## src/rtl/fnd_pkg.sv

```systemverilog
// Shared types and constants for the FND scan controller: scan FSM states and
// the active-low seven-segment font table.
package fnd_pkg;

   typedef enum logic [1:0] {
      IDLE,
      GUARD,
      SHOW
   } state_t;

   localparam logic [7:0] FONT_OFF = 8'hFF;

   // Index is the hex nibble; bit7 (dp) is kept high so the table alone means "dp off".
   localparam logic [7:0] FONT_LUT [16] = '{
      8'hC0, 8'hF9, 8'hA4, 8'hB0, 8'h99, 8'h92, 8'h82, 8'hF8,
      8'h80, 8'h90, 8'h88, 8'h83, 8'hC6, 8'hA1, 8'h86, 8'h8E
   };

endpackage

```

## src/rtl/fnd_scan_ctrl_font_dec.sv

```systemverilog
// Combinational nibble/dp/blank to active-low {dp,g,f,e,d,c,b,a} font.
module fnd_font_dec
   import fnd_pkg::*;
(
   input  logic [3:0] nibble,
   input  logic       dp,
   input  logic       blank,
   output logic [7:0] font
);

   logic [7:0] lut_font;

   assign lut_font = FONT_LUT[nibble];
   assign font     = {~dp, blank ? 7'h7F : lut_font[6:0]};

endmodule

```

## src/rtl/fnd_scan_ctrl.sv

```systemverilog
// Time-multiplexed 7-segment scan controller with guard interval and a
// double-buffered display image that commits only at frame boundaries.
module fnd_scan_ctrl
   import fnd_pkg::*;
#(
   parameter int NUM_DIGITS = 4,
   parameter int SCAN_DIV   = 100000,
   parameter int GUARD_CYC  = 16
) (
   input  logic                    clk,
   input  logic                    reset,
   input  logic                    i_enable,
   input  logic                    i_wr_valid,
   output logic                    o_wr_ready,
   input  logic [4*NUM_DIGITS-1:0] i_wr_data,
   input  logic [NUM_DIGITS-1:0]   i_wr_dp,
   input  logic                    i_lz_blank,
   output logic [NUM_DIGITS-1:0]   o_fnd_com,
   output logic [7:0]              o_fnd_font,
   output logic                    o_frame_done
);

   localparam int MAX_CYC = (SCAN_DIV > GUARD_CYC) ? SCAN_DIV : GUARD_CYC;
   localparam int CNT_W   = (MAX_CYC > 1) ? $clog2(MAX_CYC) : 1;
   localparam int IDX_W   = (NUM_DIGITS > 1) ? $clog2(NUM_DIGITS) : 1;
   localparam int DW      = 4 * NUM_DIGITS;

   localparam logic [CNT_W-1:0] SCAN_LAST  = CNT_W'(SCAN_DIV - 1);
   localparam logic [CNT_W-1:0] GUARD_LAST = CNT_W'((GUARD_CYC > 0) ? GUARD_CYC - 1 : 0);
   localparam logic [IDX_W-1:0] IDX_LAST   = IDX_W'(NUM_DIGITS - 1);
   localparam state_t           AFTER_IDLE = (GUARD_CYC == 0) ? SHOW : GUARD;

   state_t                state, state_nxt;
   logic [CNT_W-1:0]      cnt, cnt_nxt;
   logic [IDX_W-1:0]      idx, idx_nxt;
   logic                  boundary;

   logic [DW-1:0]         shadow_data, shadow_data_nxt;
   logic [NUM_DIGITS-1:0] shadow_dp, shadow_dp_nxt;
   logic [DW-1:0]         act_data, act_data_nxt;
   logic [NUM_DIGITS-1:0] act_dp, act_dp_nxt;
   logic                  pending, pending_nxt;
   logic                  commit, accept;

   logic [NUM_DIGITS-1:0] blank_mask;
   logic                  lead;
   logic [3:0]            cur_nibble;
   logic [7:0]            dec_font;
   logic [NUM_DIGITS-1:0] com_nxt;
   logic [7:0]            font_nxt;

   // NOTE: every variable gets a default before the case so no path leaves it unassigned (no latches).
   always_comb begin
      state_nxt = state;
      cnt_nxt   = cnt;
      idx_nxt   = idx;
      boundary  = 1'b0;
      if (!i_enable) begin
         state_nxt = IDLE;
         cnt_nxt   = '0;
         idx_nxt   = '0;
      end else begin
         case (state)
            IDLE: begin
               state_nxt = AFTER_IDLE;
               cnt_nxt   = '0;
               idx_nxt   = '0;
            end
            GUARD: begin
               if (cnt == GUARD_LAST) begin
                  state_nxt = SHOW;
                  cnt_nxt   = '0;
               end else begin
                  cnt_nxt = cnt + 1'b1;
               end
            end
            SHOW: begin
               if (cnt == SCAN_LAST) begin
                  state_nxt = AFTER_IDLE;
                  cnt_nxt   = '0;
                  if (idx == IDX_LAST) begin
                     idx_nxt  = '0;
                     boundary = 1'b1;
                  end else begin
                     idx_nxt = idx + 1'b1;
                  end
               end else begin
                  cnt_nxt = cnt + 1'b1;
               end
            end
            default: begin
               state_nxt = IDLE;
               cnt_nxt   = '0;
               idx_nxt   = '0;
            end
         endcase
      end
   end

   // Commit and accept are mutually exclusive: one needs pending set, the other clear.
   always_comb begin
      commit          = pending && (boundary || (state == IDLE));
      accept          = i_wr_valid && !pending;
      pending_nxt     = pending;
      shadow_data_nxt = shadow_data;
      shadow_dp_nxt   = shadow_dp;
      act_data_nxt    = act_data;
      act_dp_nxt      = act_dp;
      if (commit) begin
         act_data_nxt = shadow_data;
         act_dp_nxt   = shadow_dp;
         pending_nxt  = 1'b0;
      end
      if (accept) begin
         shadow_data_nxt = i_wr_data;
         shadow_dp_nxt   = i_wr_dp;
         pending_nxt     = 1'b1;
      end
   end

   // Blank zero digits from the MSB down until the first nonzero; digit0 always shows.
   always_comb begin
      blank_mask = '0;
      lead       = i_lz_blank;
      for (int i = NUM_DIGITS - 1; i >= 1; i--) begin
         if (lead && (act_data_nxt[4*i +: 4] == 4'h0)) begin
            blank_mask[i] = 1'b1;
         end else begin
            lead = 1'b0;
         end
      end
   end

   assign cur_nibble = act_data_nxt[{idx_nxt, 2'b00} +: 4];

   fnd_font_dec u_font_dec (
      .nibble (cur_nibble),
      .dp     (act_dp_nxt[idx_nxt]),
      .blank  (blank_mask[idx_nxt]),
      .font   (dec_font)
   );

   always_comb begin
      com_nxt  = '1;
      font_nxt = FONT_OFF;
      if (state_nxt == SHOW) begin
         com_nxt[idx_nxt] = 1'b0;
         font_nxt         = dec_font;
      end
   end

   // NOTE: sequential state uses non-blocking assignments so all registers see pre-edge values.
   always_ff @(posedge clk) begin
      if (reset) begin
         state        <= IDLE;
         cnt          <= '0;
         idx          <= '0;
         // NOTE: the display buffers are reset because a cleared image is part of the defined reset state.
         shadow_data  <= '0;
         shadow_dp    <= '0;
         act_data     <= '0;
         act_dp       <= '0;
         pending      <= 1'b0;
         o_wr_ready   <= 1'b1;
         o_fnd_com    <= '1;
         o_fnd_font   <= FONT_OFF;
         o_frame_done <= 1'b0;
      end else begin
         state        <= state_nxt;
         cnt          <= cnt_nxt;
         idx          <= idx_nxt;
         shadow_data  <= shadow_data_nxt;
         shadow_dp    <= shadow_dp_nxt;
         act_data     <= act_data_nxt;
         act_dp       <= act_dp_nxt;
         pending      <= pending_nxt;
         o_wr_ready   <= !pending_nxt;
         o_fnd_com    <= com_nxt;
         o_fnd_font   <= font_nxt;
         o_frame_done <= boundary;
      end
   end

endmodule

```

## config.mk

```make
export PLATFORM = sky130hd
export DESIGN_NAME = fnd_scan_ctrl
export DESIGN_NICKNAME = d
export VERILOG_FILES = /design/src/rtl/fnd_pkg.sv /design/src/rtl/fnd_scan_ctrl_font_dec.sv /design/src/rtl/fnd_scan_ctrl.sv
export SDC_FILE = /design/constraint.sdc
export NUM_CORES = 1
export LEC_CHECK = 0
export CORE_MARGIN = 5
export CORE_UTILIZATION = 40
export CTS_CLUSTER_DIAMETER = 150
export DETAILED_ROUTE_END_ITERATION = 7
export PLACE_DENSITY_LB_ADDON = 0.2
export SYNTH_ARGS = -nofsm -noshare
export SYNTH_HDL_FRONTEND = slang
export SYNTH_HIERARCHICAL = 1
export SYNTH_SLANG_ARGS = --single-unit
```

## constraint.sdc

```tcl
create_clock -name clk -period 3.9 [get_ports clk]
set_clock_uncertainty 0.2 [all_clocks]
set_input_delay 0.585 -clock clk [delete_from_list [all_inputs] [get_ports clk]]
set_output_delay 0.585 -clock clk [all_outputs]
set_load 0.005 [all_outputs]
```

Yosys cells after proc, flatten, opt, wreduce, memory -nomap -nowiden
Memories as Yosys holds them, arrays and structs flattened. A register that Yosys moved wholly into a read port is not among the register bits.
Index checks and enable logic that the tools add are counted.
- $add $sub $neg: 2
- order comparisons: 2
- equal/unequal tests: 6
- shifts and indexed selects: 1
- multiplexer cells: 30
- bitwise operators: 5
- reductions and logical operators: 16
- operators with widths (operator ; number):
    $mux 17 ; 2
    $pmux 17 s2 ; 1
    $add 17x1->17 const B ; 1
    $eq 17x17->1 const B ; 1
    $eq 17x4->1 const B ; 1
    $mux 16 ; 1
    $shiftx 16x5->4 ; 1
    $mux 1 ; 14
    $logic_not 4->1 ; 3
    $mux 2 ; 6
    $eq 2x2->1 const B ; 3
    $logic_and 1x1->1 ; 6
    $pmux 2 s3 ; 1
    $not 4->5 ; 1
    $bmux 1 s2 ; 2
    $mux 4 ; 1
    $not 4->4 ; 1
    $pmux 2 s2 ; 1
    $reduce_or 2->1 ; 2
    $lt 2x3->1 const B ; 1
    $not 1->1 ; 3
    $reduce_or 3->1 ; 1
    $add 2x1->2 const B ; 1
    $demux 1 s2 ; 1
    other kinds (5) ; 6
- bits in registers: 69
- bits in read-only memories: 128
- input port bits: 25
- output and inout port bits: 14
- memories kept: 1
- memories (name ; depth ; width ; read ports ; clocked after memory_dff ; wr ports ; RTL line ; RTL):
    (name not given) ; 16 ; 8 ; 1 ; 1 ; 0 ; fnd_scan_ctrl_font_dec.sv:13 ; assign lut_font = FONT_LUT[nibble];

Longest topological paths before layout
Gate-level depths: netlist (run 1).
- depth after elaboration: 18
- depth in mapped cells: 14

Hierarchy
Netlist (run 1), hierarchy kept.
- by module, submodules not included (module ; instances ; cells each ; area each (um2) ; sequential area each (um2)):
    fnd_scan_ctrl ; 1 ; 387 ; 3370.7 ; 1521.5
    fnd_font_dec ; 1 ; 36 ; 302.8 ; 0.0

Worst setup path after synthesis (run 1)
OpenSTA, ideal clock, no wires.
- path kind: reg2reg
- start: reg cnt[0]
- end: reg o_fnd_font[1]
- data arrival time: 3.562 ns
- required time: 3.580 ns
- slack: 0.018 ns
- cell stages (with the launch flop): 15
- buffers on the path: 1
- period minus slack after synthesis: 3.882 ns
- path through: dfxtp_1 -> ha_1 -> and3_1 -> and3_1 -> a31oi_1 -> a21o_4 -> buf_2 -> nand3_1 -> a21oi_1 -> a211oi_1 -> inv_1 -> ha_1 -> or2_2 -> a311o_1 -> or2_1
- elaborated cells on any way between the ends: 33
- RTL lines (item ; RTL line ; RTL):
    start, declared ; fnd_scan_ctrl.sv:34 ; logic [CNT_W-1:0] cnt, cnt_nxt;
    start signal, assigned ; fnd_scan_ctrl.sv:170 ; cnt <= cnt_nxt;
    $eq 17x17->1 (*) ; fnd_scan_ctrl.sv:78 ; if (cnt == SCAN_LAST) begin
    $mux 1 ; fnd_scan_ctrl.sv:78 ;
    $mux 1 ; fnd_scan_ctrl.sv:63 ; case (state)
    $mux 1 ; fnd_scan_ctrl.sv:58 ; if (!i_enable) begin
    $logic_or 1x1->1 ; fnd_scan_ctrl.sv:102 ; commit = pending && (boundary || (state == IDLE));
    $logic_and 1x1->1 ; fnd_scan_ctrl.sv:102 ;
    $mux 16 ; fnd_scan_ctrl.sv:109 ; if (commit) begin
    $shiftx 16x5->4 (*) ; fnd_scan_ctrl.sv:134 ; assign cur_nibble = act_data_nxt[{idx_nxt, 2'b00} +: 4];
    net cur_nibble[0] ; fnd_scan_ctrl.sv:47 ; logic [3:0] cur_nibble;
    $not 4->5 (not written as such) (*) ; fnd_scan_ctrl_font_dec.sv:13 ;
    end, declared ; fnd_scan_ctrl.sv:19 ; output logic [7:0] o_fnd_font,
The timed path passes the listed nets; every way through them passes the cells marked *. The select of a mux whose other input is x is not followed.
A chain may end at the register's enable or synchronous reset.

Worst setup path after layout (run 1)
Ends and elaborated chain as after synthesis.

==> results.md, run 1 <==
* Status: completed
* Placed instance count at ~570
* Reg power frac at around 50%
* Total GRT Usage at about 16%
* Slowest Stage Delay on Critical Path at ~0.34 ns
* Clock power frac at a little over two fifths
* Post-Synthesis Cells at 423
* Leak at 1.760 nW
* Yosys warns at 6
* DRT iter0 DRCs at 125
* Final net count at ~510
* Initial antenna violation count at 0
* Syn-to-layout area delta at 22.00%
* Top cells by count, synth: nand2_1 (77), dfxtp_1 (76), a21oi_1 (37)
* TritonRoute pass-1 iters at 4
* Count leader, synth: nand2_1
* Top_reg_cell synth: dfxtp_1
* Hold Path Class: reg -> reg
* CP Launch Type: flip-flop
* CTS Root Cell: clkbuf_8
* Rows at 35
* Finished Core Util at between 40% and 50%
* CP max stage cell: dfxtp_1
* Max clock buf depth at 2
* Sink Count at 76
* Clock latency at the later pin of the worst-skew pair at approximately 0.34 ns
* Clk pin slew, worst setup/hold paths at 0.09 ns
* Leading area contributor after synthesis: dfxtp_1
* Antenna Nets Post-Route at 0
* Hold_buf cts at 0
* Crit. End Element: flip-flop
* Data required, critical path at between 3 and 4 ns
* Grt total ovfl at 0
* TritonCTS clock tree: yes
* CP Class: reg -> reg
* VDD IR max at 181.0 µV
* Max Freq at around 270 MHz
* Detailed placement HPWL at 6033 µm
* Most used cell, CP: ha_1
* Worst-margin pin slew at ~0.79 ns
* Core Area at slightly above 9000 µm²
* Max Cap Violations at 0
* Post-synth EDFFs at 0
* Switching power at ~0.38 mW
* Final Critical Period at ~3.7 ns
* Worst r2r src: cnt[0]
* Slew Viols, Final at 0
* Register area share after synthesis at around two fifths
* Sw frac at between 20% and 30%
* Max transition margin at 46.74%
* Number of vias per cell at ~5.1
* First-pass GRT wire length at roughly 14000 µm
* Yosys cell types at 60
* Die Y at around 110 µm
* Initial core utilization at a little over 40%
* Routed length per placed instance at 14.16 µm
* Hold Crit Start: act_data[3]
* Die X at approximately 110 µm
* Fin. Hold Viols at 0
* TritonCTS Buffers at 9
* R2r setup slk at 0.16 ns
* Ys async rst share at 0%
* Final cell count without fillers at 586
* Logic pwr share at under 10%
* N_diodes at 0
* RSZ-0062 raised after global routing: true
* CP startpoint: cnt[0]
* Worst hold slack at roughly 0.26 ns
* Crit-path max FO at 5
* Remaining routing DRC violations at 0
* Power Internal at approximately 1.3 mW
* Area of the die at 11200 µm²
* H-tree depth at 3
* Layout cells sized above 1 at about 12%
* Final setup viols at 0
* Synthesized area at between 3000 and 4000 µm²
* Vias in the first global route at roughly 3000
* Via Count at roughly 3000
* Placer Congestion at 0.8658
* Port Buf Inserts at 38
* Io pins at 39
* Syn nets at about 460
* WP data arrival at 3.78 ns
* Crit path cell chain: ha_1 > and3_2 > and3_1 > a31oi_2 > a21o_4 > mux2_4 > a211oi_2 > a211oi_1 > inv_1 > ha_1 > or2_2 > a311o_1 > or2_1
* Total Routed Length at between 8000 and 9000 µm
* Mean Syn Cell Area at between 8 and 9 µm²
* Synth Register Bits at 76
* Pwr Density at about 370 nW/µm²
* Tcrit/Tclk final at a little over nine tenths
* Yosys top cell area share at 41.42%
* Pin count of the biggest net entering global routing at between 40 and 50
* Synth top area cells: dfxtp_1 (41%), nand2_1 (7.9%), a21oi_1 (5.0%), ha_1 (4.4%), mux2i_1 (4.4%)
* Final setup TNS at 0 ns
[power groups by stage]
stage	Sequential, mW	Combinational, mW	Clock, mW
after floorplan	0.823	0.0923	0
after global placement	0.829	0.137	0
after detailed placement	0.829	0.138	0
after CTS	0.811	0.138	0.715
after global routing	0.815	0.155	0.757
final	0.812	0.139	0.702
[worst max-delay path, delay by kind of cell (launching register included)]
kind / cells / cell delay (ns)
buffers and inverters: 1 / 0.16
adder cells (fa/ha/maj): 2 / 0.49
flip-flops: 1 / 0.34
AND/OR/NAND/NOR: 4 / 0.97
AO/OA/AOI/OAI: 5 / 1.18
multiplexers: 1 / 0.31
[sequential cells by signal (all words and copies together), names as in the netlist]
signal	flops
act_data	16
act_dp	4
cnt	17
idx	2
o_fnd_com	4
o_fnd_font	8
o_frame_done	1
o_wr_ready	1
pending	1
shadow_data	16
shadow_dp	4
state	2
[layout by cell type, fill, tap and decap left out, types with 6 or more instances in the layout]
master	synthesis	final
a21oi_1	37	37
and3_1	7	6
buf_4	2	19
clkbuf_8	0	12
clkdlybuf4s50_1	0	38
dfxtp_1	76	76
ha_1	13	13
inv_1	12	12
mux2i_1	16	16
nand2_1	77	77
nand3_1	17	17
nor2_1	35	35
o21ai_0	9	9
or2_1	8	8
xnor2_1	7	7
xor2_1	7	7
[through the flow]
step,power [mW],worst slack (ns),instance area [µm²]
floorplan,0.9157,0.01758,3674
detailed placement,0.9674,-0.03848,4200
finish,1.652,0.1617,4482
global route,1.726,-0.04377,4482
global placement,0.9656,0.04398,4200
CTS,1.665,0.01376,4437
[worst paths after layout]
kind	to	cells past startpoint
setup / recovery	o_fnd_font[1]	13
hold / removal	act_data[3]	2
setup reg to reg	o_fnd_font[1]	13
hold reg to reg	act_data[3]	2
[cell families after synthesis]
kind of cell / share of synthesized area, %
DFF: 41.42
muxes: 7.118
AOI/OAI and AO/OA: 14.14
and+or+nand+nor: 24.86
adders and majority gates: 4.428
xor gates and xnor gates: 3.338
buffers and inverters: 4.700
[final cells by class]
| type | instances | area [µm²] |
|---|---|---|
| well taps | 111 | 138.9 |
| inverters | 12 | 45.04 |
| fillers | 885 | 4627 |
| repair buffers | 57 | 523.0 |
| multi-input cells | 314 | 2017 |
| flip-flops and latches | 76 | 1521 |
| clock buffers | 13 | 168.9 |
| clock inverters | 3 | 67.56 |
[timing repair]
| action | CTS | global route |
|---|---|---|
| hold endpoints to repair | 0 | 0 |
| gates resized for setup | 0 | 7 |
| setup endpoints to repair | 0 | 5 |
| buffers inserted | 0 | 1 |
[routing by layer]
layer	vias up	share of wire [%]	track usage, %
met4	0	1.3	4.718
met2	64	44	23.59
met1	1388	50	22.16
met5	-	0	0
li1	1554	-	-
met3	9	4.9	4.470
(Power assumes the default switching activity.)
==> run 2, diff against run 1 <==
--- a/config.mk
+++ b/config.mk
@@ -9,7 +9,7 @@
 export CORE_UTILIZATION = 40
 export CTS_CLUSTER_DIAMETER = 150
 export DETAILED_ROUTE_END_ITERATION = 7
-export PLACE_DENSITY_LB_ADDON = 0.2
+export PLACE_DENSITY = 0.59
 export SYNTH_ARGS = -nofsm -noshare
 export SYNTH_HDL_FRONTEND = slang
 export SYNTH_HIERARCHICAL = 1
==> results.md, run 2 (synthesis results as in run 1) <==
* Wl on met1 at slightly above 4000 µm
* Final setup TNS at 0 ns
* Top Metal Used: met4
* Length of routed met3 wiring at 413 µm
* Max clock buf depth at 2
* Total GRT Usage at 15.17%
* CP Class: reg -> reg
* Clk pin slew, worst setup/hold paths at ~0.090 ns
* Routed length per placed instance at 13.98 µm
* Final Critical Period at about 3.6 ns
* Area of the die at 11200 µm²
* CP Launch Type: flip-flop
* WP data arrival at ~3.7 ns
* TritonRoute pass-1 iters at 4
* Initial antenna violation count at 0
* Hold_buf cts at 0
* Syn-to-layout area delta at 25.37%
* Hold Path Class: reg -> reg
* First-pass GRT wire length at 13770 µm
* Status: completed
* VDD IR max at around 220 µV
* Crit. End Element: flip-flop
* Max Cap Violations at 0
* Data required, critical path at 3.94 ns
* TritonCTS Buffers at 9
* Remaining routing DRC violations at 0
* Leak at 1.823 nW
* Most frequent cells in the layout: nand2_1 (77), dfxtp_1 (76), clkdlybuf4s50_1 (38), a21oi_1 (37), nor2_1 (35)
* Final setup viols at 0
* DRT iter0 DRCs at roughly 160
* Placer Congestion at between 0.8 and 0.9
* TritonCTS clock tree: yes
* Slew Viols, Final at 0
* Top Registers: cnt (17), act_data (16), shadow_data (16)
* Rows at 35
* CTS Root Cell: clkbuf_8
* Worst-margin pin slew at about 0.75 ns
* Port Buf Inserts at 38
* Io pins at 39
* Initial core utilization at between 40 and 50%
* Largest register by flop count: cnt
* Die Y at about 110 µm
* Total Routed Length at ~8300 µm
* Final cell count without fillers at between 500 and 600
* Layout cells sized above 1 at between 10 and 15%
* N_diodes at 0
* Via Count at just over 3000
* Clock latency at the later pin of the worst-skew pair at roughly 0.35 ns
* Antenna Nets Post-Route at 0
* Die X at 105.8 µm
* Vias in the first global route at just under 3000
* Most common library cell in the layout ignoring fill and taps: nand2_1
* Max transition margin at ~50%
* Sink Count at 76
* Grt total ovfl at 0
* Tcrit/Tclk final at about 94%
* Final net count at between 500 and 600
* RSZ-0062 raised after global routing: false
* Pwr Density at between 300 and 400 nW/µm²
* Max reg flops at 17
* Met2 Routed Length at about 3600 µm
* Number of vias per cell at 5.224
* Core Area at about 9000 µm²
* H-tree depth at 3
* Placed instance count at 577
* Pin count of the biggest net entering global routing at 46
* Max Freq at 274.0 MHz
* Crit-path max FO at 7
* Detailed placement HPWL at between 5000 and 6000 µm
* Fin. Hold Viols at 0
==> run 2: changes by cell type in the layout (fill, tap and decap cells not counted), sizes merged <==
cell / delta
clkbuf: -3
bufinv: +2
buf: +11
clkinv: +1
==> run 2: worst max-delay path, stage by stage (launching register included) <==
cell and delay, ns:
dfxtp_1 0.38, ha_1 0.21, and3_2 0.25, nand3_4 0.13, o31a_1 0.46, mux2i_1 0.34, nand2_1 0.09, a21oi_1 0.20
a211oi_2 0.08, buf_4 0.17, ha_1 0.21, mux2_1 0.30, a211o_1 0.29, or2_1 0.21
==> run 2: per-layer routing <==
metal	GRT usage [%]	up-vias
met1	20.95	1437
met5	0	-
met4	5.365	0
li1	-	1577
met2	23.36	88
met3	3.246	17
==> run 2: final timing paths <==
path                            slack (ns)            end  depth (start not counted)        start
worst max-delay path                  0.25  o_fnd_font[5]                         13       cnt[0]
worst min-delay path                  0.25    act_data[3]                          2  act_data[3]
worst max register to register        0.25  o_fnd_font[5]                         13       cnt[0]
worst min register to register        0.25    act_data[3]                          2  act_data[3]
==> run 2: cell type report <==
type / instances / area, µm²
fillers: 902 / 4503
repair buffers: 68 / 605.6
clock inverters: 6 / 136.4
flip-flops and latches: 76 / 1521
inverters: 12 / 45.04
well taps: 111 / 138.9
clock buffers: 10 / 127.6
multi-input cells: 314 / 2031
==> run 2: timing repair <==
action,CTS,global route
setup endpoints to repair,0,4
resized for setup,0,9
buffers inserted,0,4
==> run 2: power by group <==
group          internal [mW]  switching [mW]
sequential             0.795          0.0159
clock                  0.491           0.299
combinational         0.0693          0.0738
total                   1.36           0.388
==> run 2: metrics by stage <==
stage	instance area, µm²	power [mW]	utilization, %	hold WS [ns]	worst slack, ns
after floorplan	3674	0.9157	-	0.2284	0.01758
after detailed placement	4260	0.9700	46.77	0.2425	0.006105
after global placement	4260	0.9681	46.77	0.2382	0.07788
final	4606	1.744	50.56	0.2526	0.2509
after global routing	4606	1.811	50.56	0.2696	0.01211
after CTS	4524	1.759	49.67	0.2546	0.04462
